--- src/rtl/msrv32_pkg.sv ---
// Shared types and constants for the handshaked store unit: FSM state,
// store-size (funct3) encodings and byte-lane mask patterns.
package msrv32_pkg;

  typedef enum logic {
    ST_IDLE = 1'b0,
    ST_BUSY = 1'b1
  } store_state_t;

  localparam logic [1:0] F3_SB  = 2'b00;
  localparam logic [1:0] F3_SH  = 2'b01;
  localparam logic [1:0] F3_SW  = 2'b10;
  localparam logic [1:0] F3_BAD = 2'b11;

  localparam logic [3:0] MASK_SB    = 4'b0001;
  localparam logic [3:0] MASK_SH_LO = 4'b0011;
  localparam logic [3:0] MASK_SH_HI = 4'b1100;
  localparam logic [3:0] MASK_SW    = 4'b1111;

  function automatic logic f3_valid(input logic [1:0] f3);
    return f3 != F3_BAD;
  endfunction

endpackage

--- src/rtl/msrv32_store_lane_gen.sv ---
// Combinational byte-lane steering: replicates store data across lanes and
// builds the byte-enable mask from store size and the low address bits.
module msrv32_store_lane_gen
  import msrv32_pkg::*;
(
  input  logic [1:0]  funct3,
  input  logic [1:0]  addr_lo,
  input  logic [31:0] rs2,
  output logic [31:0] data,
  output logic [3:0]  mask
);

  always_comb begin
    // NOTE: every output gets a default before the case so no path can leave it unassigned (no latch).
    data = '0;
    mask = '0;
    case (funct3)
      F3_SB: begin
        data = {4{rs2[7:0]}};
        mask = MASK_SB << addr_lo;
      end
      F3_SH: begin
        data = {2{rs2[15:0]}};
        mask = addr_lo[1] ? MASK_SH_HI : MASK_SH_LO;
      end
      F3_SW: begin
        data = rs2;
        mask = MASK_SW;
      end
      default: ;
    endcase
  end

endmodule

--- src/rtl/msrv32_store_unit_hs.sv ---
// Data-memory write master: captures one store, holds it on a req/ack bus
// until accepted or timed out, stalls the pipeline, pulses done/fault.
module msrv32_store_unit_hs
  import msrv32_pkg::*;
#(
  parameter int TIMEOUT_CYCLES = 255
) (
  input  logic        ms_riscv32_mp_clk_in,
  input  logic        ms_riscv32_mp_rst_n_in,
  input  logic        mem_wr_req_in,
  input  logic [1:0]  funct3_in,
  input  logic [31:0] iadder_in,
  input  logic [31:0] rs2_in,
  input  logic        ms_riscv32_mp_dmwr_ack_in,
  output logic [31:0] ms_riscv32_mp_dmaddr_out,
  output logic [31:0] ms_riscv32_mp_dmdata_out,
  output logic [3:0]  ms_riscv32_mp_dmwr_mask_out,
  output logic        ms_riscv32_mp_dmwr_req_out,
  output logic        store_stall_out,
  output logic        store_done_out,
  output logic        store_fault_out
);

  localparam int CNT_W = (TIMEOUT_CYCLES > 0) ? $clog2(TIMEOUT_CYCLES + 1) : 1;
  localparam logic [CNT_W-1:0] CNT_LAST =
    (TIMEOUT_CYCLES > 0) ? CNT_W'(TIMEOUT_CYCLES - 1) : '0;

  store_state_t   state;
  logic [CNT_W-1:0] cnt;
  logic [31:0]    addr_q;
  logic [31:0]    data_q;
  logic [3:0]     mask_q;
  logic           done_q;
  logic           fault_q;

  logic [31:0]    lane_data;
  logic [3:0]     lane_mask;
  logic           busy;
  logic           ack;
  logic           idle_go;
  logic           idle_bad;
  logic           timeout_hit;

  msrv32_store_lane_gen u_lane_gen (
    .funct3  (funct3_in),
    .addr_lo (iadder_in[1:0]),
    .rs2     (rs2_in),
    .data    (lane_data),
    .mask    (lane_mask)
  );

  assign busy        = (state == ST_BUSY);
  assign ack         = ms_riscv32_mp_dmwr_ack_in;
  assign idle_go     = ~busy & mem_wr_req_in & f3_valid(funct3_in);
  assign idle_bad    = ~busy & mem_wr_req_in & ~f3_valid(funct3_in);
  assign timeout_hit = busy & (TIMEOUT_CYCLES != 0) & (cnt == CNT_LAST);

  // NOTE: sequential state uses non-blocking assignments so every register samples pre-edge values.
  always_ff @(posedge ms_riscv32_mp_clk_in or negedge ms_riscv32_mp_rst_n_in) begin
    if (!ms_riscv32_mp_rst_n_in) begin
      state   <= ST_IDLE;
      cnt     <= '0;
      addr_q  <= '0;
      data_q  <= '0;
      mask_q  <= '0;
      done_q  <= 1'b0;
      fault_q <= 1'b0;
    end else begin
      done_q  <= 1'b0;
      fault_q <= 1'b0;
      case (state)
        ST_IDLE: begin
          if (idle_go) begin
            state  <= ST_BUSY;
            cnt    <= '0;
            addr_q <= {iadder_in[31:2], 2'b00};
            data_q <= lane_data;
            mask_q <= lane_mask;
          end else if (idle_bad) begin
            fault_q <= 1'b1;
          end
        end
        ST_BUSY: begin
          // Ack has priority over a timeout landing in the same cycle.
          if (ack) begin
            state  <= ST_IDLE;
            done_q <= 1'b1;
          end else if (timeout_hit) begin
            state   <= ST_IDLE;
            fault_q <= 1'b1;
          end else begin
            cnt <= cnt + 1'b1;
          end
        end
        default: state <= ST_IDLE;
      endcase
    end
  end

  // Bus fields read as zero whenever no write is being offered.
  assign ms_riscv32_mp_dmwr_req_out  = busy;
  assign ms_riscv32_mp_dmaddr_out    = busy ? addr_q : '0;
  assign ms_riscv32_mp_dmdata_out    = busy ? data_q : '0;
  assign ms_riscv32_mp_dmwr_mask_out = busy ? mask_q : '0;
  assign store_stall_out             = idle_go | (busy & ~ack & ~timeout_hit);
  assign store_done_out              = done_q;
  assign store_fault_out             = fault_q;

endmodule
--- config.mk ---
export PLATFORM = sky130hd
export DESIGN_NAME = msrv32_store_unit_hs
export DESIGN_NICKNAME = d
export VERILOG_FILES = /design/src/rtl/msrv32_pkg.sv /design/src/rtl/msrv32_store_lane_gen.sv /design/src/rtl/msrv32_store_unit_hs.sv
export SDC_FILE = /design/constraint.sdc
export NUM_CORES = 1
export LEC_CHECK = 0
export ABC_AREA = 1
export CAP_MARGIN = 20
export CORE_ASPECT_RATIO = 0.7
export CORE_MARGIN = 2
export CORE_UTILIZATION = 45
export CTS_CLUSTER_DIAMETER = 120
export CTS_CLUSTER_SIZE = 28
export DETAILED_ROUTE_END_ITERATION = 10
export PLACE_DENSITY_LB_ADDON = 0.05
export SLEW_MARGIN = 10
export SYNTH_ARGS = -nofsm -noshare
export SYNTH_HDL_FRONTEND = slang
export SYNTH_SLANG_ARGS = --single-unit
--- constraint.sdc ---
create_clock -name ms_riscv32_mp_clk_in -period 1.6 [get_ports ms_riscv32_mp_clk_in]
set_input_delay 0.16 -clock ms_riscv32_mp_clk_in [delete_from_list [all_inputs] [get_ports ms_riscv32_mp_clk_in]]
set_output_delay 0.16 -clock ms_riscv32_mp_clk_in [all_outputs]
set_load 0.02 [all_outputs]
==> results of run 1 <==
-- worst register-to-register path: stages (launching register included) --
cell,delay [ps]
dfrtp_2,440
buf_6,150
nor2_4,120
nand2_2,90
buf_4,180
buf_12,190
a21oi_2,170
a21oi_1,80
-- final cells by class --
cell class	count	area (um2)	area share, %
clock buffers	11	242.7	4.086
clock inverters	5	58.81	0.9899
inverters	91	349.1	5.876
multi-input cells	365	1599	26.92
flip-flops and latches	77	1928	32.46
well taps	120	150.1	2.527
repair buffers	185	1613	27.15
-- kinds of logic after synthesis --
logic type | after synthesis | share of synthesized area [%]
AO/OA/AOI/OAI | 54 | 7.052
XOR/XNOR | 1 | 0.2224
adder cells (fa/ha/maj) | 2 | 0.6352
buffers and inverters | 118 | 12.93
flip-flops | 77 | 48.92
other | 1 | 0.09521
AND/OR/NAND/NOR | 306 | 30.15
-- through the flow --
step | cells | instance area (um2)
final | 854 | 5941
after global routing | 854 | 5941
after CTS | 851 | 6016
after detailed placement | 833 | 5688
after global placement | 833 | 5688
after floorplan | 560 | 3943
-- registers in the layout, summed over array words and instances (netlist names) --
signal and flops:
ms_riscv32_mp_dmwr_req_out 1, store_done_out 1, mask_q 4, data_q 32, addr_q 30, store_fault_out 1
cnt 8
-- report_power, final --
group          internal (W)  switching (W)  total, W  leakage, nW
Clock               0.00125       0.000789   0.00204        0.142
Combinational      0.000893        0.00122   0.00212         2.38
Sequential          0.00236       0.000234   0.00259        0.934
Total               0.00451        0.00225   0.00675         3.46
-- cells in the final DEF, fill, tap and decap left out, types with 2 or more instances in the layout --
cell             netlist  routed
a21oi_1               45      35
a21oi_2                0       7
a21oi_4                0       3
buf_12                 0       7
buf_2                  8      35
buf_4                  7      35
buf_6                  4       3
clkbuf_16              0      10
clkbuf_2               0      10
clkdlybuf4s15_1        0       6
clkdlybuf4s50_1        0      70
clkinvlp_4             0       2
conb_1                 1       2
dfrtp_1               77      76
dlygate4sd2_1          0      16
inv_1                 89      88
inv_2                  2       2
nand2_1              248     245
nand2_2                1       3
nand3_1               16      16
nor2_1                35      34
nor2_2                 2       2
nor2_4                 1       2
nor3_1                 3       3
o21ai_0                7       7
o22a_1                 2       2
-- per-layer routing --
layer	track usage, %	wire length, um	vias up
li1	-	-	1987
met2	39.82	5183	112
met1	33.41	5033	1881
met5	0	0	-
met4	4.286	72	0
met3	6.423	738	7
-- timing repair --
item | 4_1_cts | 5_1_grt
cloned | 0 | 1
hold endpoints to repair | 31 | 0
resized for setup | 170 | 69
hold buffers | 1 | 0
pin swaps | 0 | 4
buffers inserted | 1 | 2
endpoints found under the setup margin | 68 | 100
-- final timing paths --
kind,startpoint,endpoint,slack [ps],depth (start not counted)
max,cnt[0],store_stall_out,-40,8
min,ms_riscv32_mp_rst_n_in,addr_q[10],310,2
max reg2reg,ms_riscv32_mp_dmwr_req_out,data_q[13],70,7
min reg2reg,addr_q[28],addr_q[28],480,2
max in group asynchronous,ms_riscv32_mp_rst_n_in,data_q[28],700,3
min in group ms_riscv32_mp_clk_in,iadder_in[28],addr_q[28],360,3
==> impl_metrics.env, run 1 <==
export IMPL_postRouteAntennaNets=0
export IMPL_required_ps=1440
export IMPL_layout_nets=801
export IMPL_num_rows=28
export IMPL_setup_tns_final_ps=-44.62
export IMPL_clk_pin_slew_ps=60
export IMPL_grt_pass1_vias=3829
export IMPL_drive_gt1_share_pct=17.71
export IMPL_gp_congestion=0.8327
export IMPL_power_density_nw_per_um2=1136
export IMPL_netlist_area_um2=3939
export IMPL_dieArea_um2=9529
export IMPL_cp_slowest_cell="dfrtp_1"
export IMPL_rsz0062_at_grt="yes"
export IMPL_port_buffers=139
export IMPL_cp_max_fo=2
export IMPL_hold_slack_ps=312.9
export IMPL_min_path_type="in2async"
export IMPL_cts_root_buffer="clkbuf_16"
export IMPL_final_max_slew_viol_count=0
export IMPL_path_class="reg2out"
export IMPL_setup_violations=1
export IMPL_cp_num_buf_inv=2
export IMPL_drv_cap=0
export IMPL_num_io_pins=142
export IMPL_leakage_nw=3.458
export IMPL_max_stage_delay_ps=380
export IMPL_synth_area_leaders="dfrtp_1 49%, nand2_1 24%, inv_1 8.5%"
export IMPL_max_freq_ghz=0.6080
export IMPL_path_cells="inv_2 > ha_4 > nand2_2 > nor2_1 > nand3_1 > nand2_2 > nand2_4 > buf_6"
export IMPL_endpoint_kind="primary output"
export IMPL_fillers=740
export IMPL_grt_max_degree=40
export IMPL_critPathLaunchType="flop"
export IMPL_core_um2=8478
export IMPL_wl_um=11030
export IMPL_min_period_over_period_pct=102.8
export IMPL_synthToLayoutAreaGrowth_pct=50.83
export IMPL_synth_cell_type_count=21
export IMPL_synth_seq_area_share_pct=48.92
export IMPL_crit_family="simple AND/OR/NAND/NOR gates"
export IMPL_synthCells=559
export IMPL_die_x_um=115.8
export IMPL_num_antenna_cells=0
export IMPL_via_per_inst=4.669
export IMPL_violations="setup timing"
export IMPL_cts_sinks=77
export IMPL_clk_latency_ps=330
export IMPL_yosysWarnings=0
export IMPL_grt_pass1_wl_um=18150
export IMPL_finalWorstSetupSlack_ps=-44.62
export IMPL_routedWlPerCell_um=12.91
export IMPL_htree_levels=3
export IMPL_cts_buffers_inserted=9
export IMPL_crit_arrival_ps=1480
export IMPL_final_util_pct=70.07
export IMPL_remaining_drc_errors=0
export IMPL_drtIter0Drc=244
export IMPL_start_util_pct=46.46
export IMPL_synthTopCellsByCount="248 x nand2_1, 89 x inv_1, 77 x dfrtp_1"
export IMPL_status="finished, violations left"
export IMPL_synth_avg_cell_area_um2=7.046
export IMPL_grt_usage_pct=24.35
export IMPL_skew_ps=6.545
export IMPL_synth_area_leader_cell="dfrtp_1"
export IMPL_yosys_area_top_type_share_pct=48.92
export IMPL_finalHoldViolCount=0
export IMPL_die_height_um=82.28
export IMPL_peakVddDrop_v=0.0005484
export IMPL_first_pass_iters=5
export IMPL_cts_tree="done"
export IMPL_synth_edff_count=0
export IMPL_synthFlopType="dfrtp_1"
export IMPL_critPathMostFrequentCell="nand2_2"
export IMPL_async_flop_share_pct=100.0
export IMPL_power_total_w=0.006751
export IMPL_num_vias=3987
export IMPL_grt_antenna_before_repair=0
export IMPL_globalRouteOverflowTotal=0
export IMPL_clockBufferDepth=2
export IMPL_synth_most_common_cell="nand2_1"
export IMPL_place_ws_ps=-170.2
export IMPL_ys_seq_elements=77
export IMPL_hpwl_um=7932
export IMPL_period_needed_ps=1645
(Power assumes the default switching activity.)
==> inputs of run 2 (changes only) <==
--- a/config.mk
+++ b/config.mk
@@ -13,8 +13,8 @@
 export CTS_CLUSTER_DIAMETER = 120
 export CTS_CLUSTER_SIZE = 28
 export DETAILED_ROUTE_END_ITERATION = 10
+export MAX_ROUTING_LAYER = met4
 export PLACE_DENSITY_LB_ADDON = 0.05
-export SLEW_MARGIN = 10
 export SYNTH_ARGS = -nofsm -noshare
 export SYNTH_HDL_FRONTEND = slang
 export SYNTH_SLANG_ARGS = --single-unit
==> run 2 against run 1 <==
The run still ends with setup timing left. Clock power hardly changed. Total power hardly changed. Register-to-register slack barely moved. Critical path depth did not move. Largest power group unchanged. Design area stayed put. Cell count unchanged. Combinational power is essentially flat. Clock-buffer cell count stayed put.
==> impl_metrics.env, run 2 (same netlist as run 1, synthesis figures left out) <==
export IMPL_path_class="reg2out"
export IMPL_period_needed_ps=1645
export IMPL_cts_root_buffer="clkbuf_16"
export IMPL_htree_levels=3
export IMPL_routedWlPerCell_um=12.95
export IMPL_cp_max_fo=2
export IMPL_num_rows=28
export IMPL_crit_arrival_ps=1480
export IMPL_start_util_pct=46.46
export IMPL_critPathMostFrequentCell="nand2_2"
export IMPL_mostFrequentLayoutCell="nand2_1"
export IMPL_grt_pass1_wl_um=18170
export IMPL_fillers=740
export IMPL_max_stage_delay_ps=380
export IMPL_clk_latency_ps=330
export IMPL_skew_ps=5.125
export IMPL_drv_cap=0
export IMPL_endpoint_kind="primary output"
export IMPL_r2r_start="ms_riscv32_mp_dmwr_req_out"
export IMPL_min_period_over_period_pct=102.8
export IMPL_postRouteAntennaNets=0
export IMPL_drive_gt1_share_pct=17.71
export IMPL_hpwl_um=7932
export IMPL_final_max_slew_viol_count=0
export IMPL_cts_tree="done"
export IMPL_power_density_nw_per_um2=1138
export IMPL_largest_register_ffs=32
export IMPL_violations="setup timing"
export IMPL_clk_pin_slew_ps=60
export IMPL_gp_congestion=0.8455
export IMPL_die_x_um=115.8
export IMPL_drtIter0Drc=238
export IMPL_dieArea_um2=9529
export IMPL_clockBufferDepth=2
export IMPL_reg_largest_list="data_q x32, addr_q x30, cnt x8"
export IMPL_num_antenna_cells=0
export IMPL_peakVddDrop_v=0.0005476
export IMPL_wl_um=11060
export IMPL_rsz0062_at_grt="yes"
export IMPL_path_cells="inv_2 > ha_4 > nand2_2 > nor2_1 > nand3_1 > nand2_2 > nand2_4 > buf_6"
export IMPL_place_area_um2=5688
export IMPL_layout_nets=801
export IMPL_stdcell_count=854
export IMPL_die_height_um=82.28
export IMPL_max_freq_ghz=0.6079
export IMPL_synthToLayoutAreaGrowth_pct=50.83
export IMPL_finalWorstSetupSlack_ps=-44.93
export IMPL_min_path_type="in2async"
export IMPL_cts_sinks=77
export IMPL_core_um2=8478
export IMPL_globalRouteOverflowTotal=0
export IMPL_largest_register="data_q"
export IMPL_num_io_pins=142
export IMPL_cp_slowest_cell="dfrtp_1"
export IMPL_leakage_nw=3.458
export IMPL_status="finished, violations left"
export IMPL_critPathLaunchType="flop"
export IMPL_required_ps=1440
export IMPL_grt_max_degree=40
export IMPL_grt_usage_pct=25.11
export IMPL_placed_cells=833
export IMPL_cp_num_buf_inv=2
export IMPL_final_util_pct=70.07
export IMPL_grt_pass1_vias=3820
export IMPL_cts_buffers_inserted=9
export IMPL_grt_antenna_before_repair=0
export IMPL_crit_family="simple AND/OR/NAND/NOR gates"
export IMPL_worst_r2r_path_depth=7
export IMPL_setup_violations=1
export IMPL_r2r_end="data_q[29]"
export IMPL_final_cell_mix="245 x nand2_1, 88 x inv_1, 76 x dfrtp_1"
export IMPL_via_per_inst=4.686
export IMPL_port_buffers=139
export IMPL_first_pass_iters=4
export IMPL_design_area_um2=5941
export IMPL_rrSetupSlack_ps=80
export IMPL_remaining_drc_errors=0
export IMPL_num_vias=4002
export IMPL_finalHoldViolCount=0
[run 2: cell counts in the layout (fill, tap and decap cells not counted)]
Identical to the previous run, type by type.
[run 2: worst max path at each step]
stage	from	to	slack, ps	depth (start not counted)
after floorplan	cnt[0]	cnt[5]	220	9
after global placement	mem_wr_req_in	store_stall_out	-170	6
after detailed placement	mem_wr_req_in	store_stall_out	-170	6
after CTS	cnt[0]	store_stall_out	-190	8
after global routing	cnt[0]	store_stall_out	-140	8
final	cnt[0]	store_stall_out	-40	8
[run 2: power breakdown]
| group | switching, W | internal [W] | leakage [nW] |
|---|---|---|---|
| Combinational | 0.00123 | 0.000893 | 2.38 |
| Sequential | 0.000234 | 0.00236 | 0.934 |
| Clock | 0.000793 | 0.00125 | 0.142 |
| Total | 0.00225 | 0.00451 | 3.46 |
[run 2: metrics by stage]
step	setup TNS [ps]	power (W)	setup WS [ps]	hold slack [ps]
global placement	-1558	0.004794	-173.9	134.6
finish	-44.93	0.006758	-44.93	312.4
floorplan	0	0.003738	217.9	-135.6
CTS	-193.0	0.006803	-193.0	327.8
global route	-147.0	0.007173	-140.2	363.6
detailed placement	-2475	0.004847	-170.2	137.9
[run 2: cell type report]
class / instances / area (um2) / area share (%)
clock inverter: 5 / 58.81 / 0.9899
tap: 120 / 150.1 / 2.527
inverter: 91 / 349.1 / 5.876
sequential: 77 / 1928 / 32.46
timing repair buffer: 185 / 1613 / 27.15
multi-input combinational: 365 / 1599 / 26.92
clock buffer: 11 / 242.7 / 4.086
[run 2: what timing repair did]
item / in CTS / in global routing
endpoints found under the hold margin: 31 / 0
hold buffers: 1 / 0
cloned: 0 / 1
pin swaps: 0 / 4
buffers inserted: 1 / 2
endpoints found under the setup margin: 68 / 101
gates resized for setup: 170 / 69
[run 2: routing by layer]
metal | part of all wire (%) | GRT usage [%] | vias up
li1 | - | - | 1987
met2 | 47 | 39.88 | 115
met1 | 46 | 33.69 | 1893
met3 | 6.5 | 6.058 | 7
met5 | 0 | - | -
met4 | 0.70 | 4.286 | 0
